<file path="src/rtl/bios_load_pkg.sv">
// Shared FSM encoding and default sizing for the BIOS load sink.
package bios_load_pkg;

    localparam int BIOS_WORDS  = 4096;
    localparam int BIOS_ADDR_W = 13;

    typedef enum logic [2:0] {
        ST_IDLE,
        ST_RECV,
        ST_DRAIN,
        ST_DONE,
        ST_ERR
    } state_t;

endpackage

</file>
<file path="src/rtl/sync_fifo.sv">
// Single-clock FIFO with synchronous flush. It exposes the head word and the free-entry count.
// DEPTH must be a power of two so the pointers wrap naturally.
module sync_fifo #(
    parameter int WIDTH = 29,
    parameter int DEPTH = 4
) (
    input  logic                     i_clk,
    input  logic                     i_rst_n,
    input  logic                     i_flush,
    input  logic                     i_push,
    input  logic [WIDTH-1:0]         i_din,
    input  logic                     i_pop,
    output logic [WIDTH-1:0]         o_dout,
    output logic                     o_full,
    output logic                     o_empty,
    output logic [$clog2(DEPTH):0]   o_free
);

    localparam int AW = $clog2(DEPTH);
    localparam logic [AW:0] LP_DEPTH = (AW+1)'(DEPTH);

    logic [WIDTH-1:0] r_mem [DEPTH];
    logic [AW-1:0]    r_wptr;
    logic [AW-1:0]    r_rptr;
    logic [AW:0]      r_count;
    logic             w_push;
    logic             w_pop;

    assign o_full  = (r_count == LP_DEPTH);
    assign o_empty = (r_count == '0);
    assign o_free  = LP_DEPTH - r_count;
    assign o_dout  = r_mem[r_rptr];
    assign w_push  = i_push && !o_full;
    assign w_pop   = i_pop && !o_empty;

    // Pointers and occupancy. Flush wins over any same-cycle push or pop.
    always_ff @(posedge i_clk or negedge i_rst_n) begin
        if (!i_rst_n) begin
            r_wptr  <= '0;
            r_rptr  <= '0;
            r_count <= '0;
        end else if (i_flush) begin
            r_wptr  <= '0;
            r_rptr  <= '0;
            r_count <= '0;
        end else begin
            if (w_push) r_wptr <= r_wptr + 1'b1;
            if (w_pop)  r_rptr <= r_rptr + 1'b1;
            r_count <= r_count + (AW+1)'(w_push) - (AW+1)'(w_pop);
        end
    end

    // Storage array. It has no reset because the contents are only observed through valid entries.
    always_ff @(posedge i_clk) begin
        if (w_push && !i_flush) r_mem[r_wptr] <= i_din;
    end

endmodule

</file>
<file path="src/rtl/bios_load_sink.sv">
// This block receives a sequentially addressed BIOS image from a loader.
// It buffers the words and streams them to memory, keeping a count and a checksum.
module bios_load_sink
    import bios_load_pkg::*;
#(
    parameter int WORDS      = BIOS_WORDS,
    parameter int ADDR_W     = BIOS_ADDR_W,
    parameter int FIFO_DEPTH = 4
) (
    input  logic              clk_sys,
    input  logic              reset_n,
    input  logic              start,
    input  logic [ADDR_W-1:0] bios_addr,
    input  logic [15:0]       bios_din,
    input  logic              bios_wr,
    output logic              bios_req,
    output logic [ADDR_W-1:0] mem_addr,
    output logic [15:0]       mem_data,
    output logic              mem_we,
    input  logic              mem_ready,
    output logic              busy,
    output logic              done,
    output logic              error,
    output logic [15:0]       checksum,
    output logic [ADDR_W:0]   word_count
);

    localparam int FW = ADDR_W + 16;
    localparam int CW = $clog2(FIFO_DEPTH);
    localparam logic [ADDR_W:0] LP_WORDS = (ADDR_W+1)'(WORDS);

    state_t          r_state;
    state_t          w_state_nxt;
    logic            r_bios_req;
    logic [15:0]     r_checksum;
    logic [ADDR_W:0] r_count;

    logic            w_room;
    logic            w_addr_ok;
    logic            w_wr_live;
    logic            w_push;
    logic            w_pop;
    logic            w_err;
    logic            w_start;
    logic            w_flush;
    logic            w_full;
    logic            w_empty;
    logic            w_mem_we;
    logic [CW:0]     w_free;
    logic [FW-1:0]   w_head;

    assign w_room    = (r_count < LP_WORDS);
    assign w_addr_ok = (bios_addr == r_count[ADDR_W-1:0]);
    assign w_wr_live = (r_state == ST_RECV) && bios_wr && w_room;
    assign w_flush   = w_start || w_err;
    assign w_mem_we  = ((r_state == ST_RECV) || (r_state == ST_DRAIN)) && !w_empty;
    assign w_pop     = w_mem_we && mem_ready;

    assign mem_we     = w_mem_we;
    assign mem_addr   = w_mem_we ? w_head[FW-1:16] : '0;
    assign mem_data   = w_mem_we ? w_head[15:0]    : '0;
    assign bios_req   = r_bios_req;
    assign busy       = (r_state == ST_RECV) || (r_state == ST_DRAIN);
    assign done       = (r_state == ST_DONE);
    assign error      = (r_state == ST_ERR);
    assign checksum   = r_checksum;
    assign word_count = r_count;

    sync_fifo #(
        .WIDTH (FW),
        .DEPTH (FIFO_DEPTH)
    ) u_fifo (
        .i_clk   (clk_sys),
        .i_rst_n (reset_n),
        .i_flush (w_flush),
        .i_push  (w_push),
        .i_din   ({bios_addr, bios_din}),
        .i_pop   (w_pop),
        .o_dout  (w_head),
        .o_full  (w_full),
        .o_empty (w_empty),
        .o_free  (w_free)
    );

    // Next-state logic and word acceptance.
    // A write that arrives while the FIFO is full, or that carries an out-of-order address, aborts the load.
    always_comb begin
        w_state_nxt = r_state;
        w_push      = 1'b0;
        w_err       = 1'b0;
        w_start     = 1'b0;
        case (r_state)
            ST_IDLE, ST_DONE, ST_ERR: begin
                if (start) begin
                    w_state_nxt = ST_RECV;
                    w_start     = 1'b1;
                end
            end
            ST_RECV: begin
                if (w_wr_live) begin
                    if (w_full || !w_addr_ok) begin
                        w_err       = 1'b1;
                        w_state_nxt = ST_ERR;
                    end else begin
                        w_push = 1'b1;
                    end
                end else if (!w_room) begin
                    w_state_nxt = ST_DRAIN;
                end
            end
            ST_DRAIN: begin
                if (w_empty) w_state_nxt = ST_DONE;
            end
            default: w_state_nxt = ST_IDLE;
        endcase
    end

    // State register.
    always_ff @(posedge clk_sys or negedge reset_n) begin
        if (!reset_n) r_state <= ST_IDLE;
        else          r_state <= w_state_nxt;
    end

    // Count and checksum of accepted words, plus the registered request.
    // Requiring 2 free entries leaves room for a word the loader issues before it sees the request drop.
    always_ff @(posedge clk_sys or negedge reset_n) begin
        if (!reset_n) begin
            r_count    <= '0;
            r_checksum <= '0;
            r_bios_req <= 1'b0;
        end else begin
            if (w_start) begin
                r_count    <= '0;
                r_checksum <= '0;
            end else if (w_push) begin
                r_count    <= r_count + 1'b1;
                r_checksum <= r_checksum + bios_din;
            end
            r_bios_req <= (r_state == ST_RECV) && (w_free >= (CW+1)'(2)) && w_room;
        end
    end

endmodule

</file>
<file path="config.mk">
export PLATFORM = sky130hd
export DESIGN_NAME = bios_load_sink
export DESIGN_NICKNAME = d
export VERILOG_FILES = /design/src/rtl/bios_load_pkg.sv /design/src/rtl/sync_fifo.sv /design/src/rtl/bios_load_sink.sv
export SDC_FILE = /design/constraint.sdc
export NUM_CORES = 1
export LEC_CHECK = 0
export CAP_MARGIN = 0
export CORE_MARGIN = 5
export CORE_UTILIZATION = 45
export CTS_CLUSTER_DIAMETER = 100
export DETAILED_ROUTE_END_ITERATION = 8
export GPL_TIMING_DRIVEN = 0
export PLACE_DENSITY_LB_ADDON = 0.25
export SLEW_MARGIN = 20
export SYNTH_ARGS = -nofsm -noshare
export SYNTH_HDL_FRONTEND = slang
export SYNTH_SLANG_ARGS = --single-unit
</file>
<file path="constraint.sdc">
create_clock -name clk_sys -period 3.4 [get_ports clk_sys]
set_clock_uncertainty 0.15 [all_clocks]
set_input_delay 0.51 -clock clk_sys [delete_from_list [all_inputs] [get_ports clk_sys]]
set_output_delay 0.51 -clock clk_sys [all_outputs]
set_load 0.02 [all_outputs]
</file>
==> results.cfg <==
[drt]
postRouteAntennaNets = 0
drc = 0
drtIter0Drc = 335
wl_um = 16100
wl_per_cell_um = 19.0
vias_per_cell = 5.37
via_count = 4568
first_pass_iters = 5

[logic_synthesis]
ys_seq_elements = 157
yosysWarnings = 0
synth_area_leaders = edfxtp_1, dfrtp_1, mux4_2
synth_nets = 561
ys_types = 45
synth_area_um2 = 7200
synth_edf_count = 116
synthCells = 499
synth-async-reset-ratio_pct = 26.1
ys_seq_area_share_pct = 62.6
synth_top_area_share_pct = 48.4
synth_ff_type = edfxtp_1
synth.avg_cell_area_um2 = 14.4
synth.largest_area_cell = edfxtp_1

[critical_path]
cp-start-kind = register
cp_max_fo = 10
crit_arrival_ns = 2.62
critical_path.cell_chain = inv_1, ha_1, ha_1, nor3_4, clkbuf_8, and2_1, clkdlybuf4s50_1
crit_required_ns = 2.74
worstSetupPathType = reg2out
critPathMostFrequentCell = ha_1
worstSetupEndpointType = output pin
slowest_stage = clkdlybuf4s50_1
max_stage_delay_ns = 0.61

[grt]
grt_use_total_pct = 18.0
grt_util_met3_pct = 4.52
grt_pass1_vias = 4616
grt-ovfl-total = 0
antenna_found_initial = 0
top_usage_layer = met2
grtUsageMet1_pct = 24.5
grt_util_met2_pct = 29.1
grt_max_degree = 31
grt_pass1_wl_um = 25100

[place]
placed_cell_area_um2 = 8570
pre_cts_slack_ns = -0.445
port_buffers = 97
dp_hpwl_um = 11400
gp_congestion = 0.864
dp.cells = 817

[cells_and_area]
fin_area_um2 = 9220
drive_above_1_share_pct = 15.1
diodes = 0
multi_input_area_um2 = 2580
nets = 684
finish.cell_count_without_fillers = 851
regArea_um2 = 4510
areaGrowthSynthToFinish_pct = 28.0
n_fill_cell = 1262
final_util_pct = 58.4

[floorplan]
dieArea_um2 = 18600
fp.dieW_um = 137
die_h_um = 137
io_pins = 98
initial_core_util_pct = 45.7
rows = 46
core_um2 = 15800

[sta]
fin_crit_sh_pct = 96.4
timing.slew.headroom_pct = 51.6
slew_violations = 0
setup_tns_ns = 0
worst_pin_slew_ns = 0.726
rsz0062_at_grt = true
fmax_mhz = 305
hold_viol_final = 0
hold_ws_ns = 0.331
setup_viol = 0
setup_ws_ns = 0.122
layout_min_cycle_time_ns = 3.28

[clock_network]
htree_num_levels = 4
cts_buffers = 17
clkSinkCount = 157
cts_tree = yes
clk_latency_ns = 0.42
root_buffer = clkbuf_16
cts_buffer_depth = 2
clkTransAtPathRegs_ns = 0.06

[outcome]
status = finished, final reports clean

[flow_run]
drv_cap = 0

[worst_hold_path]
hold_class = in2reg

[power]
power.total_mw = 5.61
p_leak_nw = 3.43
power_density_nw_per_um2 = 608
ir_worst_vdd_v = 0.000374
[what timing repair did]
action | 4_1_cts | 5_1_grt
pin swaps | 1 | 3
hold endpoints to repair | 11 | 0
hold buffers | 1 | 0
gates resized for setup | 13 | 13
endpoints found under the setup margin | 31 | 60
buffers inserted | 1 | 0
[cells in the final DEF (no fill, tap or decap), types with 3 or more instances in the layout]
| cell type | netlist | layout |
|---|---|---|
| a21o_1 | 4 | 4 |
| a21oi_1 | 15 | 15 |
| a31oi_1 | 4 | 4 |
| and2_1 | 36 | 32 |
| and2_2 | 0 | 4 |
| and3_1 | 7 | 7 |
| buf_16 | 0 | 3 |
| buf_2 | 2 | 5 |
| clkbuf_1 | 13 | 10 |
| clkbuf_16 | 0 | 17 |
| clkdlybuf4s50_1 | 0 | 92 |
| clkinv_4 | 0 | 3 |
| clkinvlp_4 | 0 | 5 |
| dfrtp_1 | 41 | 41 |
| dlymetal6s2s_1 | 0 | 3 |
| edfxtp_1 | 116 | 116 |
| ha_1 | 26 | 26 |
| inv_1 | 14 | 14 |
| inv_6 | 0 | 3 |
| mux4_2 | 29 | 29 |
| nand2_1 | 23 | 23 |
| nand3_1 | 27 | 27 |
| nand4_1 | 3 | 3 |
| nor2_1 | 27 | 27 |
| nor2b_1 | 3 | 3 |
| nor3_1 | 5 | 4 |
| nor3_2 | 3 | 3 |
| nor4_2 | 2 | 4 |
| o21ai_0 | 25 | 25 |
| or2_2 | 3 | 3 |
| xnor2_1 | 16 | 15 |
| xor2_1 | 23 | 23 |
[flip-flops by register name (all words and copies together), names as in the netlist]
register	cells
u_fifo.r_wptr	2
u_fifo.r_mem	116
bios_req	1
u_fifo.r_rptr	2
checksum	16
r_state	3
word_count	14
u_fifo.r_count	3
[routing by layer]
layer  part of all wire [%]  vias to the layer above  wire, um
met1                     45                     2313      7180
met2                     49                      118      7990
li1                       -                     2120         -
met4                    1.4                        0       220
met3                    4.6                       17       750
met5                      0                        -         0
[layout make-up]
class,instances,share of cell area [%]
inverters,14,0.570
flip-flops and latches,157,48.9
repair buffers,104,12.1
plain buffers,21,1.34
clock buffers,17,4.62
multi-input cells,307,28.0
well taps,216,2.93
clock inverters,15,1.53
[worst paths after layout]
path                                    from                   to  slack (ns)  depth (start not counted)
setup reg to reg           u_fifo.r_count[1]    u_fifo.r_count[2]        0.28                         15
min in group asynchronous            reset_n          checksum[7]        0.36                          2
setup / recovery           u_fifo.r_count[1]          mem_data[1]        0.12                          7
hold reg to reg                  checksum[2]          checksum[2]        0.40                          2
hold / removal                  bios_addr[3]  u_fifo.r_mem[2][19]        0.33                          1
max in group asynchronous            reset_n     u_fifo.r_rptr[0]        2.27                          3
[cell families after synthesis]
| kind of cell | count (synthesis) | share of synthesized area (%) |
|---|---|---|
| DFF | 157 | 62.6 |
| AOI/OAI and AO/OA | 61 | 5.07 |
| and+or+nand+nor | 150 | 11.4 |
| muxes | 29 | 9.07 |
| buffers and inverters | 35 | 2.07 |
| xor gates and xnor gates | 39 | 4.74 |
| adders and majority gates | 28 | 5.07 |
[cell usage after synthesis (2+ instances only)]
| master | count |
|---|---|
| edfxtp_1 | 116 |
| dfrtp_1 | 41 |
| and2_1 | 36 |
| mux4_2 | 29 |
| nand3_1 | 27 |
| nor2_1 | 27 |
| ha_1 | 26 |
| o21ai_0 | 25 |
| nand2_1 | 23 |
| xor2_1 | 23 |
| xnor2_1 | 16 |
| a21oi_1 | 15 |
| inv_1 | 14 |
| clkbuf_1 | 13 |
| and3_1 | 7 |
| nor3_1 | 5 |
| a21o_1 | 4 |
| a31oi_1 | 4 |
| buf_1 | 4 |
| nor4_1 | 4 |
| nand4_1 | 3 |
| nor2b_1 | 3 |
| nor3_2 | 3 |
| or2_2 | 3 |
| a32o_1 | 2 |
| a41oi_1 | 2 |
| buf_2 | 2 |
| buf_6 | 2 |
| fa_1 | 2 |
| nor4_2 | 2 |
| o21bai_1 | 2 |
[report_power, final]
group / internal, mW / leakage [nW] / switching, mW
clock network: 1.02 / 0.264 / 0.784
registers: 2.10 / 1.61 / 0.0476
logic: 0.774 / 1.56 / 0.879
total: 3.90 / 3.43 / 1.71
[critical path, delay by kind of cell (launching register included)]
kind	cells	cell delay, ns
buf+inv	3	0.95
fa+ha+maj	2	0.45
flops	1	0.41
simple gates	2	0.39
Note: power is estimated with default switching activity, not from simulation.
